`config.mk`:
```
export PLATFORM = sky130hd
export DESIGN_NAME = req_onehot_rr_arbiter_flat
export DESIGN_NICKNAME = d
export VERILOG_FILES = /design/src/rtl/req_onehot_rr_arbiter_if.sv /design/src/rtl/req_onehot_rr_arbiter.sv /design/src/flat_wrapper.sv
export SDC_FILE = /design/constraint.sdc
export NUM_CORES = 1
export LEC_CHECK = 0
export CAP_MARGIN = 20
export CORE_AREA = 8 8 65 67
export DETAILED_ROUTE_END_ITERATION = 10
export DIE_AREA = 0 0 73 75
export PLACE_DENSITY = 0.83
export SYNTH_ARGS = -nofsm -noshare
export SYNTH_HDL_FRONTEND = slang
export SYNTH_SLANG_ARGS = --single-unit
```
`constraint.sdc`:
```
create_clock -name clk -period 9.2 [get_ports clk]
set_clock_uncertainty 0.15 [all_clocks]
set_input_delay 1.84 -clock clk [delete_from_list [all_inputs] [get_ports clk]]
set_output_delay 1.84 -clock clk [all_outputs]
set_load 0.1 [all_outputs]
```
`src/rtl/req_onehot_rr_arbiter_if.sv`:
```
// Request/grant bundle for req_onehot_rr_arbiter.
// slave  : arbiter side (consumes req/gnt_ready, drives grant and status)
// master : requester/consumer side
interface req_onehot_rr_arbiter_if #(
  parameter int N = 8
);
  logic [N-1:0] req;
  logic         gnt_ready;
  logic         gnt_valid;
  logic [N-1:0] gnt_onehot;
  logic [N-1:0] pending;

  modport slave (
    input  req,
    input  gnt_ready,
    output gnt_valid,
    output gnt_onehot,
    output pending
  );

  modport master (
    output req,
    output gnt_ready,
    input  gnt_valid,
    input  gnt_onehot,
    input  pending
  );
endinterface

```
`src/rtl/req_onehot_rr_arbiter.sv`:
```
// req_onehot_rr_arbiter
// Captures request lines into sticky pending bits and hands them out one at a
// time, round-robin, as a strictly one-hot grant with a valid/ready handshake.
// Optional build macro: REQ_EDGE_DETECT_EN
//   defined   : a request pends once per rising edge of its req line
//   undefined : a request pends every cycle its req line is high (level)
module req_onehot_rr_arbiter #(
  parameter int N     = 8,
  parameter int PTR_W = $clog2(N)
) (
  input  logic                    clk,
  input  logic                    rst_n,
  req_onehot_rr_arbiter_if.slave  bus
);

  typedef enum logic [0:0] {
    IDLE  = 1'b0,
    GRANT = 1'b1
  } state_t;

  state_t             state_r;
  logic [N-1:0]       pending_r;
  logic [N-1:0]       gnt_onehot_r;
  logic               gnt_valid_r;
  logic [PTR_W-1:0]   ptr_r;
  logic [PTR_W-1:0]   gnt_idx_r;

  logic [N-1:0]       set_s;
  logic [N-1:0]       clr_s;
  logic [N-1:0]       pending_nxt_s;
  logic               accept_s;
  logic               pick_any_s;
  logic [PTR_W-1:0]   pick_idx_s;
  logic [PTR_W:0]     cand_s;

  // Decode an index into a single-bit vector; the only source of gnt_onehot.
  function automatic logic [N-1:0] onehot_f(input logic [PTR_W-1:0] idx);
    logic [N-1:0] v;
    v = {N{1'b0}};
    for (int i = 0; i < N; i++) begin
      if (idx == PTR_W'(i)) begin
        v[i] = 1'b1;
      end else begin
        v[i] = 1'b0;
      end
    end
    return v;
  endfunction

`ifdef REQ_EDGE_DETECT_EN
  logic [N-1:0] req_q_r;

  // Previous req sample, used to turn held lines into single rising-edge events.
  always_ff @(posedge clk or negedge rst_n) begin
    if (!rst_n) begin
      req_q_r <= {N{1'b0}};
    end else begin
      req_q_r <= bus.req;
    end
  end

  assign set_s = bus.req & ~req_q_r;
`else
  assign set_s = bus.req;
`endif

  assign accept_s      = gnt_valid_r & bus.gnt_ready;
  assign clr_s         = accept_s ? gnt_onehot_r : {N{1'b0}};
  // A new request on the line being accepted wins, so it is not lost.
  assign pending_nxt_s = set_s | (pending_r & ~clr_s);

  // Round-robin search: first pending bit at ptr, ptr+1, ..., wrapping at N.
  always_comb begin
    pick_any_s = 1'b0;
    pick_idx_s = {PTR_W{1'b0}};
    cand_s     = {(PTR_W+1){1'b0}};
    for (int i = 0; i < N; i++) begin
      cand_s = {1'b0, ptr_r} + (PTR_W+1)'(i);
      if (cand_s >= (PTR_W+1)'(N)) begin
        cand_s = cand_s - (PTR_W+1)'(N);
      end else begin
        cand_s = cand_s;
      end
      if (!pick_any_s && pending_r[cand_s[PTR_W-1:0]]) begin
        pick_any_s = 1'b1;
        pick_idx_s = cand_s[PTR_W-1:0];
      end else begin
        pick_any_s = pick_any_s;
      end
    end
  end

  // Sticky pending bits, updated every cycle regardless of FSM state.
  always_ff @(posedge clk or negedge rst_n) begin
    if (!rst_n) begin
      pending_r <= {N{1'b0}};
    end else begin
      pending_r <= pending_nxt_s;
    end
  end

  // Grant FSM: issue one grant from IDLE, hold it in GRANT until accepted.
  always_ff @(posedge clk or negedge rst_n) begin
    if (!rst_n) begin
      state_r      <= IDLE;
      ptr_r        <= {PTR_W{1'b0}};
      gnt_idx_r    <= {PTR_W{1'b0}};
      gnt_valid_r  <= 1'b0;
      gnt_onehot_r <= {N{1'b0}};
    end else begin
      case (state_r)
        IDLE: begin
          if (pick_any_s) begin
            gnt_idx_r    <= pick_idx_s;
            gnt_onehot_r <= onehot_f(pick_idx_s);
            gnt_valid_r  <= 1'b1;
            state_r      <= GRANT;
          end else begin
            gnt_valid_r  <= 1'b0;
            gnt_onehot_r <= {N{1'b0}};
          end
        end
        GRANT: begin
          if (accept_s) begin
            if (gnt_idx_r == PTR_W'(N-1)) begin
              ptr_r <= {PTR_W{1'b0}};
            end else begin
              ptr_r <= gnt_idx_r + PTR_W'(1);
            end
            gnt_valid_r  <= 1'b0;
            gnt_onehot_r <= {N{1'b0}};
            state_r      <= IDLE;
          end else begin
            state_r <= GRANT;
          end
        end
        default: begin
          gnt_valid_r  <= 1'b0;
          gnt_onehot_r <= {N{1'b0}};
          state_r      <= IDLE;
        end
      endcase
    end
  end

  assign bus.gnt_valid  = gnt_valid_r;
  assign bus.gnt_onehot = gnt_onehot_r;
  assign bus.pending    = pending_r;

endmodule

```
`src/flat_wrapper.sv`:
```
// flat-port wrapper written by rule: the top's interface ports become plain ports
module req_onehot_rr_arbiter_flat 
#(
  parameter int N     = 8,
  parameter int PTR_W = $clog2(N)
)
  (clk, rst_n, bus_req, bus_gnt_ready, bus_gnt_valid, bus_gnt_onehot, bus_pending);
  req_onehot_rr_arbiter_if #(.N(N)) bus_i ();
  input  logic clk;
  input  logic rst_n;
  input wire logic [$bits(bus_i.req)-1:0] bus_req;
  input wire logic [$bits(bus_i.gnt_ready)-1:0] bus_gnt_ready;
  output wire logic [$bits(bus_i.gnt_valid)-1:0] bus_gnt_valid;
  output wire logic [$bits(bus_i.gnt_onehot)-1:0] bus_gnt_onehot;
  output wire logic [$bits(bus_i.pending)-1:0] bus_pending;
  assign bus_i.req = bus_req;
  assign bus_i.gnt_ready = bus_gnt_ready;
  assign bus_gnt_valid = bus_i.gnt_valid;
  assign bus_gnt_onehot = bus_i.gnt_onehot;
  assign bus_pending = bus_i.pending;
  req_onehot_rr_arbiter #(.N(N), .PTR_W(PTR_W)) u_core (.clk(clk), .rst_n(rst_n), .bus(bus_i));
endmodule
```
-- Word-level counts from Yosys, hierarchy flattened
Cells that the tools add are included.
- logic and storage cells: 127
- input bits: 11
- flip-flop bits (word level): 24
- add/sub/neg operators: 16
- $lt $le $gt $ge: 16
- bitwise operators: 5
- equal/unequal tests: 9
- reductions and logical operators: 17
- multiplexer cells: 58
- operators by type and width (cell ; number):
    $mux 3 ; 17
    $lt 3x4->1 const B ; 8
    $ge 4x4->1 const B ; 7
    $mux 1 ; 27
    $bmux 1 s3 ; 8
    $mux 8 ; 3
    $sub 3x1->3 const B ; 8
    $add 3x3->4 const B ; 4
    $pmux 8 s2 ; 1
    $eq 3x3->1 const B ; 5
    $add 3x2->4 const B ; 2
    $and 8x8->8 ; 1
    $not 8->8 ; 1
    $or 8x8->8 ; 1
    $logic_and 1x1->1 ; 7
    $logic_not 1->1 ; 7
    $eq 3x2->1 const B ; 2
    $add 3x1->4 const B ; 1
    $ge 3x4->1 const B ; 1
    $pmux 1 s2 ; 2
    $reduce_and 2->1 ; 2
    $add 3x1->3 const B ; 1
    $eq 3x1->1 const B ; 1
    $logic_not 3->1 ; 1
    other kinds (3) ; 3

-- Logic depth before layout (Yosys ltp)
- word-level depth: 30
- depth in mapped cells: 12

-- Least setup slack after synthesis
No wires, ideal clock.
- path type: register -> register
- start: register u_core.ptr_r[0]
- end: register u_core.gnt_onehot_r[0] (netlist: u_core.bus.gnt_onehot[0])
- data required time: 8.927 ns
- arrival: 3.238 ns
- slack: 5.689 ns
- cell stages (with the launch flop): 13
- path buffers: 3
- path through: dfrtp_1 buf_6 buf_2 inv_1 ha_1 buf_2 mux2_2 mux4_2 nor4b_4 nand2_1 a211oi_2 nor3_1 a32o_1
- cells in the longest elaborated chain, start to end: 30
- elaborated cells on any way between the ends: 81
- RTL lines (what ; line ; text):
    start, declared ; req_onehot_rr_arbiter.sv:25 ; logic [PTR_W-1:0] ptr_r;
    start signal, assigned ; req_onehot_rr_arbiter.sv:106 ; ptr_r <= {PTR_W{1'b0}};
    start signal, assigned ; req_onehot_rr_arbiter.sv:126 ; ptr_r <= {PTR_W{1'b0}};
    start signal, assigned ; req_onehot_rr_arbiter.sv:128 ; ptr_r <= gnt_idx_r + PTR_W'(1);
    branches (longest 28 deep; another with $add 3x1->4) ; n/a ;
    $mux 8 (*) ; req_onehot_rr_arbiter.sv:113 ; if (pick_any_s) begin
    $pmux 8 s2 (*) ; req_onehot_rr_arbiter.sv:111 ; case (state_r)
    end signal, assigned ; req_onehot_rr_arbiter.sv:109 ; gnt_onehot_r <= {N{1'b0}};
    end signal, assigned ; req_onehot_rr_arbiter.sv:115 ; gnt_onehot_r <= onehot_f(pick_idx_s);
    end signal, assigned ; req_onehot_rr_arbiter.sv:120 ; gnt_onehot_r <= {N{1'b0}};
    end, declared ; req_onehot_rr_arbiter.sv:23 ; logic [N-1:0] gnt_onehot_r;
Mark *: on every way between the ends. The select of a mux whose other input is x is not followed.
A chain may end at the register's enable or synchronous reset.

-- Final worst setup path
- start: register u_core.ptr_r[0]
- end: register u_core.gnt_onehot_r[6] (netlist: u_core.bus.gnt_onehot[6])
- cells in the longest elaborated chain, start to end: 30
- elaborated cells on any way between the ends: 81
- RTL lines (what ; line):
    branches (longest 28 deep; another with $add 3x1->4) ; n/a
    $mux 8 (*) ; req_onehot_rr_arbiter.sv:113
    $pmux 8 s2 (*) ; req_onehot_rr_arbiter.sv:111
Marks and branches as above.

==> impl_metrics.py <==
metrics = {
    "clock_tree": {
        "htreeDepth": 1,
        "clock_sinks": 24,
        "cts_made_buffers": 3,
        "cts_buffer_depth": 2,
        "root_buffer": "clkbuf_4",
        "clk_pin_slew_ps": 130,
        "cts_resized": 0,
        "cts_tree": "yes",
        "clk_latency_ps": 330,
        "post_cts_buffers": 0,
        "ctsHoldBuffers": 0,
    },
    "sta": {
        "slew_headroom": 0.345,
        "hold_viol_final": 0,
        "final.setup.tns_ps": 0,
        "layout_min_cycle_time_ps": 4270,
        "fmax_ghz": 0.234,
        "rsz0062_at_grt": "no",
        "setup_viol": 0,
        "worst_pin_slew_ps": 980,
        "slew_viol_final": 0,
        "timing.final.crit_share": 0.464,
    },
    "die": {
        "core_area_sq_um": 3230,
        "fp.dieArea_sq_um": 5480,
        "die_x_microns": 73,
        "start_util": 0.560,
        "rows": 21,
        "die_h_microns": 75,
        "io_pins": 28,
    },
    "synth": {
        "synthCells": 174,
        "synth_seq_cells": 24,
        "syn_area_sq_um": 1810,
        "yosysSeqAreaShare": 0.332,
        "synth_edf_count": 0,
        "yosysTopAreaCell": "dfrtp_1",
        "post_synth_num_cell_types": 43,
        "syn_avg_cell_area_sq_um": 10.4,
        "yosysTopAreaCellShare": 0.332,
        "synth_flop_cell": "dfrtp_1",
        "yosys_warnings": 0,
        "async_flop_share": 1.00,
        "syn-num-nets": 189,
        "synthTopCellsByArea": "dfrtp_1, mux4_2, mux2_2, nand2_1, mux2i_1",
    },
    "routing": {
        "drc": 0,
        "drt-initial-drc-count": 140,
        "routed_wl_mm": 4.77,
        "drt_pass1_iterations": 4,
        "ant_nets": 0,
        "via_per_inst": 6.53,
        "avgRoutedWirePerCell_microns": 19.5,
        "vias": 1593,
    },
    "grt": {
        "grt_pass1_vias": 1616,
        "gr-total-overflow": 0,
        "grt_antenna_before_repair": 0,
        "grt_pass1_wl_mm": 7.67,
        "gr-usage-all-layers": 0.183,
        "grt_max_degree": 25,
    },
    "setup_path": {
        "worstPathMaxFanout": 21,
        "worstSetupPathType": "reg2reg",
        "cpLargestDelayFamily": "compound AO/OA/AOI/OAI gates",
        "critPathRequiredTime_ps": 9280,
        "crit_chain": "inv_1 -> ha_1 -> mux4_2 -> a21oi_1 -> a32o_1 -> and2_1 -> a21oi_1 -> or3_1 -> a32o_1",
        "slowest_delay_ps": 970,
        "arrival_ps": 4350,
        "cp-start-kind": "register",
        "critPathCaptureType": "register",
        "crit_path_top_delay_cell": "dfrtp_1",
        "path_buf_inv": 1,
    },
    "place": {
        "placed_area_sq_um": 2100,
        "place.gp.congestion": 0.930,
        "hpwl_mm": 3.59,
        "io_buffer_count": 27,
    },
    "final_layout": {
        "final_nets": 214,
        "drive_above_1_share": 0.152,
        "area_growth_syn_to_layout_pct": 19.4,
        "design_area_sq_um": 2160,
        "n_antenna_cell": 0,
    },
    "power": {
        "powerDensity_nw_per_um2": 348,
        "p_leak_nw": 0.796,
        "vdd_drop_max_mv": 0.267,
    },
    "run": {
        "cap_violations": 0,
    },
    "run_status": {
        "status": "finished clean",
    },
    "hold_path": {
        "hold_class": "reg2reg",
    },
}
==> sequential cells by signal, indices dropped and copies added (netlist names) <==
signal,count
u_core.gnt_idx_r,3
u_core.bus.pending,8
u_core.state_r,1
u_core.bus.gnt_valid,1
u_core.bus.gnt_onehot,8
u_core.ptr_r,3
==> through the flow <==
stage               hold WS, ps  power [mW]   util  setup slack, ps  std cells
floorplan                   312       0.584      -             5690        174
global placement            335       0.680  0.648             5160        239
detailed placement          339       0.689  0.648             4960        239
CTS                         365       0.746  0.660             4940        243
global route                381       0.793  0.668             4600        244
finish                      365       0.753  0.668             4930        244
==> cell type report <==
class / count / area, sq um
multi-input cells: 139 / 1160
inverters: 3 / 11.3
repair buffers: 28 / 298
well taps: 46 / 57.6
fillers: 260 / 1070
flip-flops and latches: 24 / 601
clock buffers: 4 / 36.3
==> metal layers <==
metal | GRT usage | part of all wire
met1 | 0.207 | 0.42
met2 | 0.316 | 0.49
met3 | 0.0360 | 0.058
met4 | 0.102 | 0.029
met5 | 0 | 0
==> final timing paths <==
check / start / to / slack, ps / depth (start not counted)
min in group asynchronous: rst_n / u_core.bus.gnt_valid$_DFFE_PN0P_ / 1590 / 1
max in group asynchronous: rst_n / u_core.bus.pending[4]$_DFF_PN0_ / 6910 / 2
worst min-delay path: u_core.bus.gnt_valid$_DFFE_PN0P_ / u_core.bus.gnt_valid$_DFFE_PN0P_ / 360 / 1
worst min register to register: u_core.bus.gnt_valid$_DFFE_PN0P_ / u_core.bus.gnt_valid$_DFFE_PN0P_ / 360 / 1
worst max register to register: u_core.ptr_r[0]$_DFFE_PN0P_ / u_core.bus.gnt_onehot[6]$_DFFE_PN0P_ / 4930 / 9
worst max-delay path: u_core.ptr_r[0]$_DFFE_PN0P_ / u_core.bus.gnt_onehot[6]$_DFFE_PN0P_ / 4930 / 9
==> cell usage after synthesis (3+ instances only) <==
| cell type | count |
|---|---|
| nand2_1 | 27 |
| dfrtp_1 | 24 |
| a21o_1 | 12 |
| mux4_2 | 11 |
| mux2_2 | 10 |
| mux2i_1 | 9 |
| a21oi_1 | 6 |
| a32o_1 | 6 |
| nand2b_1 | 5 |
| nor2_1 | 5 |
| o31ai_1 | 5 |
| a31oi_1 | 4 |
| ha_1 | 4 |
| o21ai_0 | 4 |
| and2_1 | 3 |
| buf_2 | 3 |
| clkbuf_1 | 3 |
==> layout by cell type, fill, tap and decap left out, drive strengths merged, types with 2 or more instances in the layout <==
cell / count
nor3: 2
clkbuf: 4
nand3: 2
clkdlybuf4s50: 27
dfrtp: 24
nor2: 5
a32o: 6
a211oi: 2
a21o: 12
o22ai: 2
nand2: 27
ha: 4
a22oi: 2
a21oi: 6
and2: 3
a31oi: 5
mux2: 10
o211ai: 2
o31ai: 5
nand2b: 5
o21ai: 4
inv: 2
nor2b: 2
mux2i: 9
mux4: 11
==> power by group <==
group          internal (mW)  switching (mW)  total [mW]
Sequential             0.140          0.0711       0.211
Clock                 0.0243          0.0328      0.0571
Combinational          0.173           0.311       0.484
==> logic make-up (layout without fill, tap and decap cells) <==
kind of cell / count (synthesis) / after routing / share of synthesized area
compound gates: 50 / 50 / 0.205
xor+xnor: 2 / 2 / 0.00968
fa+ha+maj: 4 / 4 / 0.0277
buf+inv: 11 / 35 / 0.0290
flops: 24 / 24 / 0.332
mux: 30 / 30 / 0.249
simple gates: 53 / 53 / 0.148
Note: power is estimated with default switching activity, not from simulation.
